===== config.mk =====
export PLATFORM = sky130hd
export DESIGN_NAME = vector_floating_point_writeback_queue
export DESIGN_NICKNAME = d
export VERILOG_FILES = /design/src/rtl/dragonfang_floating_point_pkg.sv /design/src/rtl/dragonfang_pkg.sv /design/src/rtl/vector_floating_point_writeback_queue.sv
export SDC_FILE = /design/constraint.sdc
export NUM_CORES = 1
export LEC_CHECK = 0
export BUFFER_PORTS_ARGS = -buffer_cell sky130_fd_sc_hd__buf_2
export CORE_MARGIN = 2
export CORE_UTILIZATION = 60
export CTS_CLUSTER_SIZE = 12
export DETAILED_ROUTE_END_ITERATION = 8
export PLACE_DENSITY_LB_ADDON = 0.25
export REMOVE_ABC_BUFFERS = 1
export SETUP_SLACK_MARGIN = 0.5
export SYNTH_ARGS = -nofsm -noshare
export SYNTH_HDL_FRONTEND = slang
export SYNTH_SLANG_ARGS = --single-unit

===== constraint.sdc =====
create_clock -name clk -period 11.5 [get_ports clk]
set_input_delay 3.45 -clock clk [delete_from_list [all_inputs] [get_ports clk]]
set_output_delay 3.45 -clock clk [all_outputs]
set_load 0.03 [all_outputs]

===== src/rtl/dragonfang_floating_point_pkg.sv =====
// Floating-point shared definitions: IEEE exception flag vector layout.
// No logic; constants and types only.
// Flag order matches fcsr.fflags {NV,DZ,OF,UF,NX}.
package dragonfang_floating_point_pkg;

  localparam int FFLAGS_WIDTH = 5;

  // Bit positions inside an fflags vector
  localparam int FFLAG_NV = 4;  // invalid operation
  localparam int FFLAG_DZ = 3;  // divide by zero
  localparam int FFLAG_OF = 2;  // overflow
  localparam int FFLAG_UF = 1;  // underflow
  localparam int FFLAG_NX = 0;  // inexact

  typedef logic [FFLAGS_WIDTH-1:0] fflags_t;

endpackage


===== src/rtl/dragonfang_pkg.sv =====
// Core-wide vector unit definitions shared by the vector datapath blocks.
// No logic; constants and types only.
// writeback_entry_t is one queued result headed for the VRF write port.
package dragonfang_pkg;

  localparam int VLEN              = 128;
  localparam int VRF_ADDRESS_WIDTH = 5;

  // One result as it travels from an execution unit to the VRF write port
  typedef struct packed {
    logic [VLEN-1:0]                                       vd;
    logic [VRF_ADDRESS_WIDTH-1:0]                          vd_address;
    logic [dragonfang_floating_point_pkg::FFLAGS_WIDTH-1:0] fflags;
  } writeback_entry_t;

endpackage


===== src/rtl/vector_floating_point_writeback_queue.sv =====
// Purpose: in-order result queue between the vector sqrt unit and the VRF write port, with sticky fflags.
// Latency: one cycle from push to out_valid on an empty queue; head is first-word-fall-through.
// Backpressure: in_ready depends only on occupancy (count < DEPTH); a full queue refuses a push even if it pops.
module vector_floating_point_writeback_queue
  import dragonfang_pkg::*;
#(
  parameter int DEPTH         = 4,
  parameter int ADDRESS_WIDTH = VRF_ADDRESS_WIDTH,
  parameter int FFLAGS_WIDTH  = dragonfang_floating_point_pkg::FFLAGS_WIDTH
) (
  input  logic                       clk,
  input  logic                       rst_n,
  input  logic                       in_valid,
  output logic                       in_ready,
  input  logic [VLEN-1:0]            in_vd,
  input  logic [ADDRESS_WIDTH-1:0]   in_vd_address,
  input  logic [FFLAGS_WIDTH-1:0]    in_fflags,
  output logic                       out_valid,
  input  logic                       out_ready,
  output logic [VLEN-1:0]            out_vd,
  output logic [ADDRESS_WIDTH-1:0]   out_vd_address,
  output logic [FFLAGS_WIDTH-1:0]    out_fflags,
  output logic [$clog2(DEPTH):0]     count,
  output logic [FFLAGS_WIDTH-1:0]    fflags_accumulated,
  input  logic                       fflags_clear
);

  localparam int PW = $clog2(DEPTH);
  localparam int CW = PW + 1;
  localparam logic [CW-1:0] FULL_COUNT = CW'(DEPTH);

  // Payload storage is deliberately left without reset; only the control state is cleared.
  writeback_entry_t  mem [DEPTH];
  logic [PW-1:0]     wr_ptr;
  logic [PW-1:0]     rd_ptr;
  writeback_entry_t  in_entry;
  writeback_entry_t  head_entry;
  logic              push;
  logic              pop;

  // Handshake decode; ready/valid come only from the registered count.
  always_comb begin
    in_ready  = (count < FULL_COUNT);
    out_valid = (count != '0);
    push      = in_valid & in_ready;
    pop       = out_valid & out_ready;
  end

  // Pack the incoming result and unpack the head entry for the VRF port.
  always_comb begin
    in_entry.vd         = in_vd;
    in_entry.vd_address = in_vd_address;
    in_entry.fflags     = in_fflags;
    head_entry          = mem[rd_ptr];
    out_vd              = head_entry.vd;
    out_vd_address      = head_entry.vd_address;
    out_fflags          = head_entry.fflags;
  end

  // Write the accepted result into the slot at the write pointer.
  always_ff @(posedge clk) begin
    if (push) begin
      mem[wr_ptr] <= in_entry;
    end
  end

  // Pointers wrap by natural rollover; occupancy moves only on push-xor-pop.
  always_ff @(posedge clk or negedge rst_n) begin
    if (!rst_n) begin
      wr_ptr <= '0;
      rd_ptr <= '0;
      count  <= '0;
    end else begin
      if (push) begin
        wr_ptr <= wr_ptr + PW'(1);
      end
      if (pop) begin
        rd_ptr <= rd_ptr + PW'(1);
      end
      if (push && !pop) begin
        count <= count + CW'(1);
      end else if (pop && !push) begin
        count <= count - CW'(1);
      end
    end
  end

  // Sticky flags collect on retirement; a clear coinciding with a pop keeps that pop's flags.
  always_ff @(posedge clk or negedge rst_n) begin
    if (!rst_n) begin
      fflags_accumulated <= '0;
    end else if (pop) begin
      if (fflags_clear) begin
        fflags_accumulated <= out_fflags;
      end else begin
        fflags_accumulated <= fflags_accumulated | out_fflags;
      end
    end else if (fflags_clear) begin
      fflags_accumulated <= '0;
    end
  end

`ifndef SYNTHESIS
  // A full queue must never accept a push.
  a_no_push_when_full : assert property (@(posedge clk) disable iff (!rst_n)
    !(push && (count == FULL_COUNT)));

  // An empty queue must never retire an entry.
  a_no_pop_when_empty : assert property (@(posedge clk) disable iff (!rst_n)
    !(pop && (count == '0)));

  // A stalled head must hold still until the VRF takes it.
  a_head_stable : assert property (@(posedge clk) disable iff (!rst_n)
    (out_valid && !out_ready) |=> (out_valid && $stable(out_vd)
                                   && $stable(out_vd_address) && $stable(out_fflags)));
`endif

endmodule


Word-level counts from Yosys, hierarchy flattened
Memories as Yosys holds them, arrays and structs flattened.
Cells that the tools add are included.
- input port bits: 143
- logic and storage cells: 27
- bits in writable memories: 552
- memories kept: 1
- output and inout port bits: 148
- register bits after elaboration: 12
- add/sub/neg operators: 4
- bitwise logic cells: 3
- order comparisons: 1
- reductions and logical operators: 7
- multiplexer cells: 7
- memory list (name ; depth ; bits a word ; read ports ; clocked after Yosys merged registers in ; write ports ; line ; text):
    mem ; 4 ; 138 ; 1 ; 0 ; 1 ; vector_floating_point_writeback_queue.sv:33 ; writeback_entry_t mem [DEPTH];
- operators by type and width (kind ; number):
    5-bit two-way mux ; 3
    3-bit two-way mux ; 2
    5-bit OR ; 1
    2-bit by 1-bit adder with 2-bit output, second input constant ; 2
    2-bit nonzero test ; 2
    3-bit by 1-bit adder with 3-bit output, second input constant ; 1
    3-bit < comparator, second input constant ; 1
    3-bit nonzero test ; 1
    3-bit by 1-bit subtractor with 3-bit output, second input constant ; 1
    1-bit AND ; 2
    1-bit logical AND ; 2
    1-bit zero test ; 2
    1-bit two-way mux ; 2

Depth between registers and ports, before layout
Gate-level depths: netlist (run 1).
- depth after elaboration: 6
- depth in mapped cells: 9
- gate-level depth less buffers: 8

Worst setup path after synthesis (run 1)
OpenSTA, ideal clock, no wires.
- kind: input port to flip-flop
- from: in in_valid
- to: mem mem[0][0] in the netlist's numbering, enable pin
- buffers on the path: 1
- cell stages on the path: 3
- arrival time: 6.997 ns
- library setup time: 0.514 ns
- path slack: 3.989 ns
- required time: 10.986 ns
- cells stage by stage: nor2b_1 -> clkbuf_1 -> and2_1
- longest elaborated chain between the ends: 3
- ends and longest elaborated chain (what ; line ; text):
    from (decl) ; vector_floating_point_writeback_queue.sv:13 ; input logic in_valid,
    1-bit AND ; vector_floating_point_writeback_queue.sv:45 ; push = in_valid & in_ready;
    net push ; vector_floating_point_writeback_queue.sv:38 ; logic push;
    1-bit two-way mux ; vector_floating_point_writeback_queue.sv:62 ; if (push) begin
    1-bit two-way mux (implied by the code) ; vector_floating_point_writeback_queue.sv:63 ; mem[wr_ptr] <= in_entry;
    to (decl) ; vector_floating_point_writeback_queue.sv:33 ;
The timed path passes the listed nets, and every way through them passes these cells.

Worst setup path in the final report (run 1)
- from: reg rd_ptr[1]
- to: out out_vd[83]
- longest elaborated chain between the ends: 1
- ends and longest elaborated chain (what ; line ; text):
    from (decl) ; vector_floating_point_writeback_queue.sv:35 ; logic [PW-1:0] rd_ptr;
    from (signal assigned) ; vector_floating_point_writeback_queue.sv:78 ; rd_ptr <= rd_ptr + PW'(1);
    memory read 4 x 138 bit ; - ;
    to (decl) ; vector_floating_point_writeback_queue.sv:20 ; output logic [VLEN-1:0] out_vd,
No other way between the ends.

==> run summary, run 1 <==
=========================================================================
Leakage power total ........................................     8.087 nW
Deepest level of the CTS H-tree ............................            2
Share of layout cells above drive strength 1 ...............       45.12%
Clock tree buffer depth ....................................            3
Global-route total usage across every layer ................       21.69%
Count of TritonRoute iterations in the first routing pass ..            5
Power after layout .........................................   0.006328 W
Slowest stage cell, crit path .............................. sky130_fd_sc_hd__buf_4
Post-route cell area .......................................    23880 µm²
Largest net degree at the start of global routing ..........          106
Vias .......................................................         9218
Sum of overflow across all layers after global routing .....            0
Instance count along the most critical hold path ...........            1
Number of DRC markers in iteration 0 .......................          514
Max FO, Critical Path ......................................           65
Total routed wirelength ....................................     38.01 mm
Core area ..................................................    33530 µm²
Number of DRC violations after detailed routing ............            0
Row Count ..................................................           67
Clock tree from TritonCTS ..................................          yes
Post-DP HPWL ...............................................     21.90 mm
Unrepaired setup endpoints after global routing ............           no
Die Span X .................................................     188.7 µm
Post-route setup TNS .......................................         0 ns
Crit-path leading delay family ............................. buffers and inverters
Clock sink count ...........................................          564
Initial standard-cell utilization of the core ..............       61.01%
Number of hold-repair buffers added at the cts stage .......            0
Die Y ......................................................     188.7 µm
Number of standard cells after synthesis ...................          769
Number of I/O pins .........................................          291
GRT met3 Usage .............................................       8.344%
Endpoint, Worst Hold ....................................... fflags_accumulated[4]
DRT antenna net count ......................................            0
CTS resizes ................................................            0
Maximum clock frequency ....................................   0.1439 GHz
Seq cells post-synth .......................................          564
Worst hold path startpoint ................................. fflags_accumulated[4]
Inserted Clock Buffers .....................................           54
Total of buffers placed on input and output ports ..........          290
Met2 Resource Use GR .......................................       34.47%
Global-route wire length before repair .....................     57.70 mm
Cell-by-cell listing of the critical path .................. buf_4 > buf_4 > mux4_2 > buf_2
CP Capture Type ............................................   output pin
Final Slew Violations ......................................            0
Leading cell type in the layout, fill and taps excluded .... sky130_fd_sc_hd__edfxtp_1
Critical register-to-register path endpoint ................ fflags_accumulated[0]
Setup slack of the critical path after layout ..............     4.552 ns
Reg-to-reg slack, setup ....................................      8.38 ns
Overall die area ...........................................    35590 µm²
Critical path required time ................................      8.05 ns
Worst rel slew slack .......................................       28.91%
Clock root buffer master ................................... sky130_fd_sc_hd__clkbuf_16
Startpoint of the most critical register-to-register path ..    rd_ptr[1]
Met1 usage in global routing ...............................       29.06%
Number of buffers inserted to repair setup after CTS .......            0
Post-layout nets ...........................................         1242
Most numerous cell on the critical path .................... sky130_fd_sc_hd__buf_4
Power density over the cells ............................... 265.0 nW/µm²
Sequential share of the synthesized area ...................       82.49%
Gpl congestion .............................................       0.7268
Max IR drop VDD ............................................    0.2022 mV
Global route hottest layer .................................         met2
Mean routed wirelength per cell ............................     24.23 µm
Number of failing hold endpoints at the final stage ........            0
Final-report setup violation count .........................            0
CP peak stage delay ........................................      0.86 ns
Antenna violations before repair ...........................           10
Clock insertion delay at the later pin of the skew report ..      0.56 ns
Critical path origin .......................................    rd_ptr[1]
Warnings, synthesis ........................................            0
Area added between synthesis and finish ....................       16.71%
Critical Path Start Type ...................................         flop
Final critical path time including I/O delays and setup ....     6.948 ns
Maximum clock skew at final layout .........................   0.01475 ns
Worst Path Class, Setup ....................................      reg2out
Clock transition at the registers of the reported paths ....      0.06 ns
Type of the most critical hold path ........................      reg2reg
Area share of the largest cell type after synthesis ........       81.02%
Data arrival time of the worst path ........................      3.50 ns
Avg Synthesized Cell Area ..................................    26.61 µm²
Post-synth top area cell ................................... sky130_fd_sc_hd__edfxtp_1
Synth area leaders ......................................... sky130_fd_sc_hd__edfxtp_1, sky130_fd_sc_hd__mux4_2, sky130_fd_sc_hd__dfrtp_1, sky130_fd_sc_hd__buf_4, sky130_fd_sc_hd__ha_1
DP Worst Slack .............................................     5.162 ns
Distinct cells, synth ......................................           22
Post-Synthesis Cell Area ...................................    20460 µm²
Worst-case reg-to-reg path depth ...........................            4
Placed cell areas ..........................................    22380 µm²
Status ..................................................... complete, no violations
Slew of the pin with the lowest slew margin ................     1.066 ns
Number of global-route vias before repair ..................         9793
Most used cells in the layout excluding fill and tap cells . sky130_fd_sc_hd__edfxtp_1, sky130_fd_sc_hd__buf_2, sky130_fd_sc_hd__mux4_2
Buffers plus inverters on the worst setup path .............            3
Part of the cycle the worst path needs .....................       60.42%
Average vias per placed instance ...........................        5.875
Max-capacitance violation count ............................            0
=========================================================================
cells by family (layout without fill, tap and decap cells):
family / Yosys count / count (layout) / share of synthesized area, %
fa+ha+maj: 6 / 6 / 0.4036
mux: 139 / 139 / 15.25
simple gates: 10 / 10 / 0.2630
flops: 564 / 564 / 82.49
other cells: 0 / 4 / 0
xor+xnor: 6 / 6 / 0.2568
compound gates: 6 / 6 / 0.2691
buf+inv: 38 / 386 / 1.076
metrics by stage:
step | hold slack (ns) | std cells | util [%]
floorplan | 0.5796 | 736 | -
global placement | 0.4703 | 1485 | 66.75
detailed placement | 0.4794 | 1485 | 66.75
CTS | 0.4922 | 1565 | 71.18
global route | 0.5074 | 1567 | 71.20
finish | 0.4898 | 1569 | 71.21
flip-flops by register name (all words and copies together), names as in the netlist:
name and flops:
count 3, fflags_accumulated 5, mem 552, rd_ptr 2, wr_ptr 2
cell usage after synthesis:
| master | count |
|---|---|
| sky130_fd_sc_hd__a32o_1 | 5 |
| sky130_fd_sc_hd__and2_1 | 4 |
| sky130_fd_sc_hd__buf_1 | 3 |
| sky130_fd_sc_hd__buf_2 | 8 |
| sky130_fd_sc_hd__buf_4 | 14 |
| sky130_fd_sc_hd__buf_6 | 2 |
| sky130_fd_sc_hd__clkbuf_1 | 6 |
| sky130_fd_sc_hd__dfrtp_1 | 12 |
| sky130_fd_sc_hd__edfxtp_1 | 552 |
| sky130_fd_sc_hd__fa_1 | 1 |
| sky130_fd_sc_hd__ha_1 | 5 |
| sky130_fd_sc_hd__inv_1 | 5 |
| sky130_fd_sc_hd__mux2_2 | 1 |
| sky130_fd_sc_hd__mux4_2 | 138 |
| sky130_fd_sc_hd__nand2_1 | 2 |
| sky130_fd_sc_hd__nand3_1 | 1 |
| sky130_fd_sc_hd__nor2_1 | 1 |
| sky130_fd_sc_hd__nor2b_1 | 1 |
| sky130_fd_sc_hd__o21ai_0 | 1 |
| sky130_fd_sc_hd__or3_1 | 1 |
| sky130_fd_sc_hd__xnor2_1 | 5 |
| sky130_fd_sc_hd__xor2_1 | 1 |
where the power goes:
group / total (W) / internal, W / switching (W)
registers: 0.00269 / 0.00258 / 0.000114
logic: 0.00211 / 0.000753 / 0.00135
clock network: 0.00153 / 0.000868 / 0.000661
per-layer routing:
| metal | vias up | routed length [µm] |
|---|---|---|
| li1 | 3980 | - |
| met2 | 385 | 18630 |
| met1 | 4783 | 14580 |
| met3 | 58 | 4090 |
| met5 | - | 69 |
| met4 | 12 | 639 |
area by class of cell:
class                   count  area (µm²)
repair buffers            301        1546
clock buffers              73        1454
flip-flops and latches    564       16880
fillers                  1986        9653
multi-input cells         167        3373
clock inverters             7       32.53
diodes                      4       10.01
well taps                 448       560.5
inverters                   5       18.77
how the worst max path moves through the flow:
stage | cells after the start | endpoint | slack, ns
floorplan | 1 | out_fflags[0] | 1.87
global placement | 4 | out_vd[83] | 5.10
detailed placement | 4 | out_vd[7] | 5.16
CTS | 4 | out_vd[83] | 4.53
global route | 4 | out_vd[83] | 4.41
finish | 4 | out_vd[83] | 4.55
No activity file was read; power rests on OpenSTA's default activity.
==> inputs of run 2 (changes only) <==
--- a/config.mk
+++ b/config.mk
@@ -7,7 +7,7 @@
 export LEC_CHECK = 0
 export BUFFER_PORTS_ARGS = -buffer_cell sky130_fd_sc_hd__buf_2
 export CORE_MARGIN = 2
-export CORE_UTILIZATION = 60
+export CORE_UTILIZATION = 51
 export CTS_CLUSTER_SIZE = 12
 export DETAILED_ROUTE_END_ITERATION = 8
 export PLACE_DENSITY_LB_ADDON = 0.25
==> constraint.sdc (replaced) <==
create_clock -name clk -period 5.8 [get_ports clk]
set_input_delay 1.74 -clock clk [delete_from_list [all_inputs] [get_ports clk]]
set_output_delay 1.74 -clock clk [all_outputs]
set_load 0.03 [all_outputs]
==> run 2 against run 1 <==
Combinational power up 99%. Global-route usage shrank 3.1 points. Highest routed layer unchanged. Via count decreased by 1.7%. Cell area increased by 1.3%. Count of clock-buffer cells in the layout increased by 4.
==> run summary, run 2 (synthesized netlist as in run 1, its figures left out) <==
=========================================================================
Average vias per placed instance ...........................        5.469
Sum of overflow across all layers after global routing .....            0
Share of layout cells above drive strength 1 ...............       45.48%
Largest net degree at the start of global routing ..........           70
Power density over the cells ............................... 526.6 nW/µm²
Leakage power total ........................................     8.180 nW
Setup slack of the critical path after layout ..............     1.295 ns
Status ..................................................... complete, no violations
Gpl congestion .............................................       0.7214
Power after layout .........................................    0.01274 W
Die Y ......................................................     204.3 µm
Number of I/O pins .........................................          291
Leading cell type in the layout, fill and taps excluded .... sky130_fd_sc_hd__edfxtp_1
Slew of the pin with the lowest slew margin ................    0.6985 ns
Overall die area ...........................................    41730 µm²
Number of hold-repair buffers added at the cts stage .......            0
Regs by FF count ........................................... mem: 552 flops, fflags_accumulated: 5 flops, count: 3 flops
Clock transition at the registers of the reported paths ....      0.06 ns
Worst rel slew slack .......................................       53.43%
Total of buffers placed on input and output ports ..........          290
Part of the cycle the worst path needs .....................       77.68%
Final-report setup violation count .........................            0
Post-layout nets ...........................................         1248
Number of buffers inserted to repair setup after CTS .......            0
CTS resizes ................................................            0
Area added between synthesis and finish ....................       18.22%
CP Capture Type ............................................   output pin
Max-capacitance violation count ............................            0
Max IR drop VDD ............................................    0.3035 mV
Buffers plus inverters on the worst setup path .............            2
Unrepaired setup endpoints after global routing ............           no
DP Worst Slack .............................................     1.828 ns
Critical Path Start Type ...................................         flop
Worst Path Class, Setup ....................................      reg2out
Type of the most critical hold path ........................      reg2reg
Inserted Clock Buffers .....................................           56
Core area ..................................................    39640 µm²
Maximum clock skew at final layout .........................   0.01319 ns
Vias .......................................................         9062
Critical path required time ................................      4.06 ns
Post-DP HPWL ...............................................     23.11 mm
Data arrival time of the worst path ........................      2.77 ns
Number of DRC markers in iteration 0 .......................          603
Number of global-route vias before repair ..................         9311
Initial standard-cell utilization of the core ..............       51.61%
Slowest stage cell, crit path .............................. sky130_fd_sc_hd__dfrtp_4
CP peak stage delay ........................................      0.88 ns
Max FFs per register .......................................          552
Final critical path time including I/O delays and setup ....     4.505 ns
Final-layout fill cell count ...............................         2783
Cell-by-cell listing of the critical path .................. buf_12 > mux4_2 > buf_2
Worst hold slack after final layout ........................    0.4983 ns
Number of DRC violations after detailed routing ............            0
Mean routed wirelength per cell ............................     23.13 µm
Number of failing hold endpoints at the final stage ........            0
Largest register by flop count .............................          mem
Final Slew Violations ......................................            0
Deepest level of the CTS H-tree ............................            2
Row Count ..................................................           73
DRT antenna net count ......................................            0
Die Span X .................................................     204.3 µm
Clock root buffer master ................................... sky130_fd_sc_hd__clkbuf_16
Count of TritonRoute iterations in the first routing pass ..            5
Clock tree buffer depth ....................................            3
Total routed wirelength ....................................     38.32 mm
Global-route total usage across every layer ................       18.63%
Clock tree from TritonCTS ..................................          yes
Maximum clock frequency ....................................   0.2220 GHz
Clock sink count ...........................................          564
Crit-path leading delay family .............................   flip-flops
Antenna violations before repair ...........................            7
Most used cells in the layout excluding fill and tap cells . sky130_fd_sc_hd__edfxtp_1, sky130_fd_sc_hd__buf_2, sky130_fd_sc_hd__mux4_2
Global-route wire length before repair .....................     57.23 mm
Max FO, Critical Path ......................................           51
Clock insertion delay at the later pin of the skew report ..      0.58 ns
=========================================================================
run 2: worst register-to-register path, cell delays in order, from the launching register on:
cell and delay [ns]:
sky130_fd_sc_hd__dfrtp_1 0.40, sky130_fd_sc_hd__nor2b_1 0.49, sky130_fd_sc_hd__and2_4 0.60, sky130_fd_sc_hd__buf_4 0.59
run 2: power breakdown:
part           internal, W  switching, W  total, W
Sequential         0.00510      0.000240   0.00534
Combinational      0.00153       0.00266   0.00419
Clock              0.00184       0.00136   0.00320
run 2: cell type report:
cell class	instances	area, µm²	area share (%)
tap	525	656.9	2.716
sequential	564	16880	69.81
antenna	4	10.01	0.04138
inverter	5	18.77	0.07760
timing repair buffer	305	1652	6.828
multi-input combinational	167	3373	13.95
clock buffer	77	1521	6.290
clock inverter	10	71.32	0.2949
run 2: routing by layer:
layer,global-route usage (%),vias up,wire length [µm]
li1,-,3977,-
met3,5.820,72,2864
met4,5.357,10,860
met2,29.21,249,18820
met5,0,-,63
met1,25.55,4754,15710
run 2: stage by stage:
stage / instances / utilization [%] / cell area [µm²] / TNS, ns
after floorplan: 736 / - / 20260 / -300.55
after global placement: 1566 / 56.97 / 22580 / 0
after detailed placement: 1566 / 56.97 / 22580 / 0
after CTS: 1653 / 60.99 / 24180 / 0
after global routing: 1653 / 60.99 / 24180 / 0
final: 1657 / 61.02 / 24190 / 0
run 2: worst paths after layout:
check,from,to,slack (ns),depth (start not counted)
hold reg to reg,fflags_accumulated[4],fflags_accumulated[4],0.50,1
max in group asynchronous,rst_n,rd_ptr[0],4.48,1
hold / removal,fflags_accumulated[4],fflags_accumulated[4],0.50,1
setup reg to reg,count[2],mem[3][8],3.30,3
min in group asynchronous,rst_n,count[2],1.04,1
setup / recovery,rd_ptr[0],out_vd[119],1.29,3
